===== src/rtl/spi_xfer_seq_pkg.sv =====
// spi_xfer_seq shared definitions.
// wb_spi register map, sequencer states and the access descriptor.
package spi_xfer_seq_pkg;

  localparam logic [7:0] REG_DATA = 8'h00;
  localparam logic [7:0] REG_STAT = 8'h04;
  localparam logic [7:0] REG_CS   = 8'h08;
  localparam logic [7:0] REG_DIV  = 8'h0C;

  localparam int STAT_RUN = 0;

  typedef enum logic [2:0] {
    ST_INIT,
    ST_IDLE,
    ST_CS_WR,
    ST_DATA_WR,
    ST_POLL,
    ST_DATA_RD,
    ST_PUSH,
    ST_CS_REL
  } state_t;

  typedef struct packed {
    logic       req;
    logic       we;
    logic [7:0] off;
    logic [7:0] dat;
  } acc_t;

  function automatic logic [31:0] reg_adr(
    input logic [31:0] base,
    input logic [7:0]  off
  );
    return base + {24'h0, off};
  endfunction

endpackage


===== src/rtl/spi_xfer_seq_if.sv =====
// Wishbone classic bus between the sequencer and wb_spi.
// Signal names match the wb_spi master-side port list.
interface spi_xfer_seq_if;

  logic [31:0] m_adr_o;
  logic [31:0] m_dat_o;
  logic [31:0] m_dat_i;
  logic [3:0]  m_sel_o;
  logic        m_cyc_o;
  logic        m_stb_o;
  logic        m_we_o;
  logic        m_ack_i;

  modport master (
    output m_adr_o, m_dat_o, m_sel_o,
    output m_cyc_o, m_stb_o, m_we_o,
    input  m_dat_i, m_ack_i
  );

  modport slave (
    input  m_adr_o, m_dat_o, m_sel_o,
    input  m_cyc_o, m_stb_o, m_we_o,
    output m_dat_i, m_ack_i
  );

endinterface


===== src/rtl/spi_xfer_seq_sync_fifo.sv =====
// Synchronous FWFT FIFO, power-of-two depth.
// Pop while empty and push while full (without pop) are ignored.
module sync_fifo #(
  parameter int WIDTH = 8,
  parameter int DEPTH = 16
) (
  input  logic                     clk,
  input  logic                     reset,
  input  logic                     push,
  input  logic [WIDTH-1:0]         push_data,
  input  logic                     pop,
  output logic [WIDTH-1:0]         pop_data,
  output logic                     valid,
  output logic [$clog2(DEPTH):0]   level
);

  localparam int AW = $clog2(DEPTH);

  logic [WIDTH-1:0] mem [DEPTH];
  logic [AW-1:0]    wp;
  logic [AW-1:0]    rp;
  logic [AW:0]      cnt;
  logic             do_push;
  logic             do_pop;

  assign do_pop   = pop && (cnt != '0);
  assign do_push  = push && ((cnt != (AW+1)'(DEPTH)) || do_pop);
  assign valid    = (cnt != '0);
  assign pop_data = mem[rp];
  assign level    = cnt;

  always_ff @(posedge clk) begin
    if (!reset) begin
      wp  <= '0;
      rp  <= '0;
      cnt <= '0;
    end else begin
      if (do_push) wp <= wp + AW'(1);
      if (do_pop)  rp <= rp + AW'(1);
      unique case ({do_push, do_pop})
        2'b10:   cnt <= cnt + (AW+1)'(1);
        2'b01:   cnt <= cnt - (AW+1)'(1);
        default: cnt <= cnt;
      endcase
    end
  end

  always_ff @(posedge clk) begin
    if (do_push) mem[wp] <= push_data;
  end

endmodule


===== src/rtl/spi_xfer_seq.sv =====
// Byte-command sequencer driving the wb_spi register file.
// Each byte: optional CS write, data write, status poll, data read.
import spi_xfer_seq_pkg::*;

module spi_xfer_seq #(
  parameter logic [31:0] BASE_ADR = 32'h0000_0000,
  parameter logic [7:0]  DIVISOR  = 8'h04,
  parameter logic [3:0]  CS_IDLE  = 4'hF,
  parameter int          RX_DEPTH = 16
) (
  input  logic                      clk,
  input  logic                      reset,
  input  logic                      cmd_valid,
  output logic                      cmd_ready,
  input  logic [7:0]                cmd_data,
  input  logic [3:0]                cmd_cs,
  input  logic                      cmd_last,
  output logic                      rx_valid,
  input  logic                      rx_ready,
  output logic [7:0]                rx_data,
  output logic [$clog2(RX_DEPTH):0] rx_level,
  output logic                      busy,
  spi_xfer_seq_if.master            wb
);

  localparam int LW = $clog2(RX_DEPTH) + 1;

  state_t        state;
  state_t        state_n;
  acc_t          acc;
  logic          stb_q;
  logic          done_q;
  logic          we_q;
  logic [31:0]   adr_q;
  logic [31:0]   dat_q;
  logic [7:0]    rd_q;
  logic [7:0]    data_l;
  logic [3:0]    cs_l;
  logic          last_l;
  logic [3:0]    cs_q;
  logic          ready_q;
  logic          busy_q;
  logic          accept;
  logic          push;
  logic          pop;
  logic [LW-1:0] level_n;
  logic          unused_dat;

  assign accept  = cmd_valid && ready_q;
  assign push    = (state == ST_PUSH);
  assign pop     = rx_valid && rx_ready;
  assign level_n = rx_level + LW'(push) - LW'(pop);

  assign unused_dat = ^wb.m_dat_i[31:8];

  always_ff @(posedge clk) begin
    if (!reset) state <= ST_INIT;
    else        state <= state_n;
  end

  // done_q marks the idle cycle after an ack; transitions happen there.
  always_comb begin
    state_n = state;
    unique case (state)
      ST_INIT:    if (done_q) state_n = ST_IDLE;
      ST_IDLE:
        if (accept)
          state_n = (cmd_cs != cs_q) ? ST_CS_WR : ST_DATA_WR;
      ST_CS_WR:   if (done_q) state_n = ST_DATA_WR;
      ST_DATA_WR: if (done_q) state_n = ST_POLL;
      ST_POLL:
        if (done_q && !rd_q[STAT_RUN]) state_n = ST_DATA_RD;
      ST_DATA_RD: if (done_q) state_n = ST_PUSH;
      ST_PUSH:    state_n = last_l ? ST_CS_REL : ST_IDLE;
      ST_CS_REL:  if (done_q) state_n = ST_IDLE;
      default:    state_n = ST_INIT;
    endcase
  end

  always_comb begin
    acc = '0;
    unique case (state)
      ST_INIT:    acc = '{1'b1, 1'b1, REG_DIV, DIVISOR};
      ST_CS_WR:   acc = '{1'b1, 1'b1, REG_CS, {4'h0, cs_l}};
      ST_DATA_WR: acc = '{1'b1, 1'b1, REG_DATA, data_l};
      ST_POLL:    acc = '{1'b1, 1'b0, REG_STAT, 8'h00};
      ST_DATA_RD: acc = '{1'b1, 1'b0, REG_DATA, 8'h00};
      ST_CS_REL:  acc = '{1'b1, 1'b1, REG_CS, {4'h0, CS_IDLE}};
      default:    acc = '0;
    endcase
  end

  always_ff @(posedge clk) begin
    if (!reset) begin
      stb_q   <= 1'b0;
      done_q  <= 1'b0;
      we_q    <= 1'b0;
      adr_q   <= '0;
      dat_q   <= '0;
      rd_q    <= '0;
      data_l  <= '0;
      cs_l    <= CS_IDLE;
      last_l  <= 1'b0;
      cs_q    <= CS_IDLE;
      ready_q <= 1'b0;
      busy_q  <= 1'b0;
    end else begin
      ready_q <= (state_n == ST_IDLE)
                 && (level_n < LW'(RX_DEPTH));
      busy_q  <= (state_n != ST_IDLE);
      if (accept) begin
        data_l <= cmd_data;
        cs_l   <= cmd_cs;
        last_l <= cmd_last;
      end
      // Never re-raise stb in the cycle after an ack (stale wb_spi ack).
      if (stb_q) begin
        if (wb.m_ack_i) begin
          stb_q  <= 1'b0;
          done_q <= 1'b1;
          rd_q   <= wb.m_dat_i[7:0];
        end
      end else if (done_q) begin
        done_q <= 1'b0;
        if (state == ST_CS_WR)  cs_q <= cs_l;
        if (state == ST_CS_REL) cs_q <= CS_IDLE;
      end else if (acc.req) begin
        stb_q <= 1'b1;
        we_q  <= acc.we;
        adr_q <= reg_adr(BASE_ADR, acc.off);
        dat_q <= {24'h0, acc.dat};
      end
    end
  end

  assign cmd_ready  = ready_q;
  assign busy       = busy_q;
  assign wb.m_cyc_o = stb_q;
  assign wb.m_stb_o = stb_q;
  assign wb.m_we_o  = we_q;
  assign wb.m_adr_o = adr_q;
  assign wb.m_dat_o = dat_q;
  assign wb.m_sel_o = {4{stb_q}};

  sync_fifo #(
    .WIDTH (8),
    .DEPTH (RX_DEPTH)
  ) u_rx_fifo (
    .clk       (clk),
    .reset     (reset),
    .push      (push),
    .push_data (rd_q),
    .pop       (pop),
    .pop_data  (rx_data),
    .valid     (rx_valid),
    .level     (rx_level)
  );

endmodule


===== src/flat_wrapper.sv =====
// flat-port wrapper written by rule: the top's interface ports become plain ports
module spi_xfer_seq_flat 
#(
  parameter logic [31:0] BASE_ADR = 32'h0000_0000,
  parameter logic [7:0]  DIVISOR  = 8'h04,
  parameter logic [3:0]  CS_IDLE  = 4'hF,
  parameter int          RX_DEPTH = 16
)
  (clk, reset, cmd_valid, cmd_ready, cmd_data, cmd_cs, cmd_last, rx_valid, rx_ready, rx_data, rx_level, busy, wb_m_adr_o, wb_m_dat_o, wb_m_sel_o, wb_m_cyc_o, wb_m_stb_o, wb_m_we_o, wb_m_dat_i, wb_m_ack_i);
  spi_xfer_seq_if wb_i ();
  input  logic clk;
  input  logic reset;
  input  logic cmd_valid;
  output logic cmd_ready;
  input  logic [7:0] cmd_data;
  input  logic [3:0] cmd_cs;
  input  logic cmd_last;
  output logic rx_valid;
  input  logic rx_ready;
  output logic [7:0] rx_data;
  output logic [$clog2(RX_DEPTH):0] rx_level;
  output logic busy;
  output wire logic [$bits(wb_i.m_adr_o)-1:0] wb_m_adr_o;
  output wire logic [$bits(wb_i.m_dat_o)-1:0] wb_m_dat_o;
  output wire logic [$bits(wb_i.m_sel_o)-1:0] wb_m_sel_o;
  output wire logic [$bits(wb_i.m_cyc_o)-1:0] wb_m_cyc_o;
  output wire logic [$bits(wb_i.m_stb_o)-1:0] wb_m_stb_o;
  output wire logic [$bits(wb_i.m_we_o)-1:0] wb_m_we_o;
  input wire logic [$bits(wb_i.m_dat_i)-1:0] wb_m_dat_i;
  input wire logic [$bits(wb_i.m_ack_i)-1:0] wb_m_ack_i;
  assign wb_m_adr_o = wb_i.m_adr_o;
  assign wb_m_dat_o = wb_i.m_dat_o;
  assign wb_m_sel_o = wb_i.m_sel_o;
  assign wb_m_cyc_o = wb_i.m_cyc_o;
  assign wb_m_stb_o = wb_i.m_stb_o;
  assign wb_m_we_o = wb_i.m_we_o;
  assign wb_i.m_dat_i = wb_m_dat_i;
  assign wb_i.m_ack_i = wb_m_ack_i;
  spi_xfer_seq #(.BASE_ADR(BASE_ADR), .DIVISOR(DIVISOR), .CS_IDLE(CS_IDLE), .RX_DEPTH(RX_DEPTH)) u_core (.clk(clk), .reset(reset), .cmd_valid(cmd_valid), .cmd_ready(cmd_ready), .cmd_data(cmd_data), .cmd_cs(cmd_cs), .cmd_last(cmd_last), .rx_valid(rx_valid), .rx_ready(rx_ready), .rx_data(rx_data), .rx_level(rx_level), .busy(busy), .wb(wb_i));
endmodule

===== config.mk =====
export PLATFORM = sky130hd
export DESIGN_NAME = spi_xfer_seq_flat
export DESIGN_NICKNAME = d
export VERILOG_FILES = /design/src/rtl/spi_xfer_seq_pkg.sv /design/src/rtl/spi_xfer_seq_if.sv /design/src/rtl/spi_xfer_seq_sync_fifo.sv /design/src/rtl/spi_xfer_seq.sv /design/src/flat_wrapper.sv
export SDC_FILE = /design/constraint.sdc
export NUM_CORES = 1
export LEC_CHECK = 0
export ABC_AREA = 1
export CORE_AREA = 2 2 141 143
export CTS_BUF_LIST = sky130_fd_sc_hd__clkbuf_4 sky130_fd_sc_hd__clkbuf_8
export CTS_CLUSTER_SIZE = 12
export DETAILED_ROUTE_END_ITERATION = 10
export DIE_AREA = 0 0 143 145
export PLACE_DENSITY = 0.68
export SLEW_MARGIN = 30
export SYNTH_ARGS = -nofsm -noshare
export SYNTH_HDL_FRONTEND = slang
export SYNTH_SLANG_ARGS = --single-unit

===== constraint.sdc =====
create_clock -name clk -period 2.7 [get_ports clk]
set_input_delay 0.54 -clock clk [delete_from_list [all_inputs] [get_ports clk]]
set_output_delay 0.54 -clock clk [all_outputs]
set_load 0.05 [all_outputs]

==> summary.txt <==
Run status = completed
Crit end category = output pin
Worst clock skew = 0.00875 ns
Relative slew slack = 50.1%
Share of cells above drive strength 1 = 9.09%
Syn Area/Cell = 9.85 µm²
Worst r2r dst = u_core.u_rx_fifo.mem[13][4]
Via count = 5,756
Crit-path max FO = 64
Post-DRT Antenna Nets = 0
Synth Cell Area = 8470 µm²
DP Worst Slack = 0.259 ns
WS Path Type = reg2out
Antenna violations before repair = 0
Synth Instances = 860
Hold Vio Cnt, Final = 0
RSZ-0062 raised after global routing = no
DR pass1 iterations = 5
Final cycle utilization of the critical path = 91.3%
# nets final = 986
CTS Buf Count = 17
Reg2reg setup slack = 0.49 ns
RePlAce Congestion = 0.785
Drt wl/cell = 14.1 µm
Critical Path Sink = rx_data[7]
Footprint of the multi-input gates = 2610 µm²
Initial core utilization = 44.1%
Top_reg_cell synth = edfxtp_1
Clock-pin slew on the worst setup and hold paths = 0.08 ns
FILL cells = 1,759
Vias in the first global route = 5,214
HP Class = reg2reg
Peak Freq = 0.406 GHz
Max clock buf depth = 2
CTS tree = built
FFs w/ async S/R, synth = 0%
First-pass GRT wire length = 26,500 µm
Die H = 145 µm
Largest net degree at the start of global routing = 65
Row cnt = 51
Synth warn = 0
Worst flop-to-flop path startpoint = u_core.u_rx_fifo.level[3]
Synthesis-stage register bit count = 188
N_diodes = 0
WP data required = 2.16 ns
Layout Utilization = 50.7%
Setup violators final = 0
Via-to-Cell Ratio = 4.80
R2R depth = 7
Die Wd = 143 µm
Clock sinks = 188
Clock root buffer master = clkbuf_8
H-tree depth = 4
All-Layer GR Usage = 16.7%
Die area = 20,700 µm²
Post-synth EDFFs = 128
Static leakage = 3.88 nW
Seq/Total Area, Yosys = 59.5%
Dpl hpwl = 11,000 µm
Final count of pins violating max slew = 0
Tightest Pin Transition = 0.745 ns
Storage cell area = 5050 µm²
Synth unique cells = 32
Arr. time, crit path = 1.92 ns
Ports = 137
Core area = 19,200 µm²
Fin crit period = 2.46 ns
Area Growth Syn to Fin = 14.8%
Pwr dens = 890 nW/µm²
Grt total ovfl = 0
Worst-Skew Late Latency = 0.47 ns
Startpoint types = flip-flop
Setup TNS = 0 ns
DR iter-0 viols = 344
Number of max-cap violations = 0
Total wire length = 16,900 µm
Final worst slack = 0.236 ns
Maximum VDD drop = 0.841 mV
Port Buf Inserts = 58
Number of remaining DRC errors = 0
==> how the worst min path moves through the flow <==
stage                     cells past startpoint            startpoint              endpoint  slack, ns
after floorplan                               2      u_core.data_l[7]  u_core.wb.m_dat_o[7]       0.44
after global placement                        2  u_core.wb.m_adr_o[2]  u_core.wb.m_adr_o[2]       0.45
after detailed placement                      2  u_core.wb.m_adr_o[2]  u_core.wb.m_adr_o[2]       0.46
after CTS                                     2  u_core.wb.m_adr_o[2]  u_core.wb.m_adr_o[2]       0.47
after global routing                          2  u_core.wb.m_adr_o[2]  u_core.wb.m_adr_o[2]       0.48
final                                         2  u_core.wb.m_adr_o[2]  u_core.wb.m_adr_o[2]       0.47
==> synthesized netlist by cell type, types with 2 or more instances <==
cell type | n | area, µm²
edfxtp_1 | 128 | 3840
nand2_1 | 112 | 420
inv_1 | 105 | 394
nand3_1 | 75 | 375
nor2_1 | 75 | 282
o21ai_0 | 63 | 315
a21oi_1 | 62 | 310
buf_4 | 61 | 458
dfxtp_1 | 60 | 1200
o211ai_1 | 38 | 285
clkbuf_1 | 21 | 78.8
ha_1 | 13 | 163
buf_2 | 9 | 45.0
inv_2 | 6 | 22.5
o21ai_1 | 5 | 25.0
a31oi_1 | 3 | 18.8
nand3_4 | 3 | 52.6
xnor2_1 | 3 | 26.3
nand2_2 | 2 | 12.5
nand3_2 | 2 | 20.0
nand4_1 | 2 | 12.5
xor2_1 | 2 | 17.5
==> report_power, final <==
part           internal, mW  switching (mW)
Combinational          1.16            2.05
Clock                  1.02           0.987
Sequential             3.23           0.210
==> cells by family after synthesis <==
logic type,after synthesis,share of synthesized area (%)
buffers and inverters,205,12.0
and+or+nand+nor,273,14.1
AOI/OAI and AO/OA,174,11.6
DFF,188,59.5
adders and majority gates,14,2.16
xor gates and xnor gates,5,0.517
other,1,0.0443
==> placed cells by master (no fill, tap or decap), types with 2 or more instances in the layout <==
| master | count |
|---|---|
| conb_1 | 54 |
| nand2_2 | 2 |
| o21ai_0 | 63 |
| a31oi_1 | 3 |
| inv_1 | 105 |
| clkbuf_8 | 17 |
| edfxtp_1 | 128 |
| bufinv_16 | 4 |
| clkinv_4 | 2 |
| ha_1 | 13 |
| xor2_1 | 2 |
| nor2_1 | 75 |
| clkdlybuf4s50_1 | 49 |
| nand3_4 | 3 |
| xnor2_1 | 3 |
| nand3_1 | 74 |
| inv_2 | 6 |
| buf_4 | 22 |
| buf_12 | 10 |
| o211ai_1 | 38 |
| nand2_1 | 112 |
| a21oi_1 | 62 |
| dfxtp_1 | 58 |
| inv_6 | 2 |
| clkinvlp_4 | 4 |
| nand3_2 | 3 |
| o21ai_1 | 5 |
| nand4_1 | 2 |
==> layout make-up <==
class                      instances  area share (%)
clock buffer                      18            2.48
timing repair buffer              83            9.00
tap                              265            3.41
clock inverter                    14            1.99
multi-input combinational        520            26.9
sequential                       188            51.9
inverter                         112            4.35
==> routing by layer <==
metal / vias to the layer above / global-route usage [%] / wire, µm
met4: 0 / 4.80 / 229
met2: 151 / 26.7 / 8130
met3: 17 / 4.59 / 1050
met1: 2674 / 22.2 / 7460
li1: 2914 / - / -
met5: - / 0 / 0
==> per-stage QoR <==
stage	cell area (µm²)	std cells	total power [mW]	hold slack, ns
after floorplan	8680	913	5.75	0.444
after global placement	9280	1166	6.64	0.453
after detailed placement	9280	1166	6.70	0.457
after CTS	9720	1199	8.70	0.469
after global routing	9730	1200	9.15	0.483
final	9730	1200	8.66	0.467
==> worst max-delay path, stage by stage, from the launching register on <==
cell and delay (ns):
dfxtp_2 0.35, buf_12 0.25, o211ai_1 0.17, nand3_1 0.14, nand3_1 0.15, nand2_1 0.19
buf_12 0.16
==> state kept, by name, summed over array words and instances, names as in the netlist, named ones only <==
signal and count:
u_core.wb.m_dat_o 8, u_core.wb.m_we_o 1, u_core.u_rx_fifo.level 5, u_core.cs_q 4, u_core.busy 1, u_core.wb.m_cyc_o 1
u_core.wb.m_adr_o 2, u_core.rd_q 8, u_core.done_q 1, u_core.u_rx_fifo.wp 4, u_core.u_rx_fifo.rp 4, u_core.state 3
u_core.cs_l 4, u_core.cmd_ready 1, u_core.last_l 1, u_core.data_l 8, u_core.u_rx_fifo.mem 128
==> what timing repair did <==
action                                  in CTS  in global routing
setup buffers                                1                  1
endpoints found under the setup margin       5                  2
hold buffers                                 0                  0
gates resized for setup                      1                  0
Note: power is estimated with default switching activity, not from simulation.
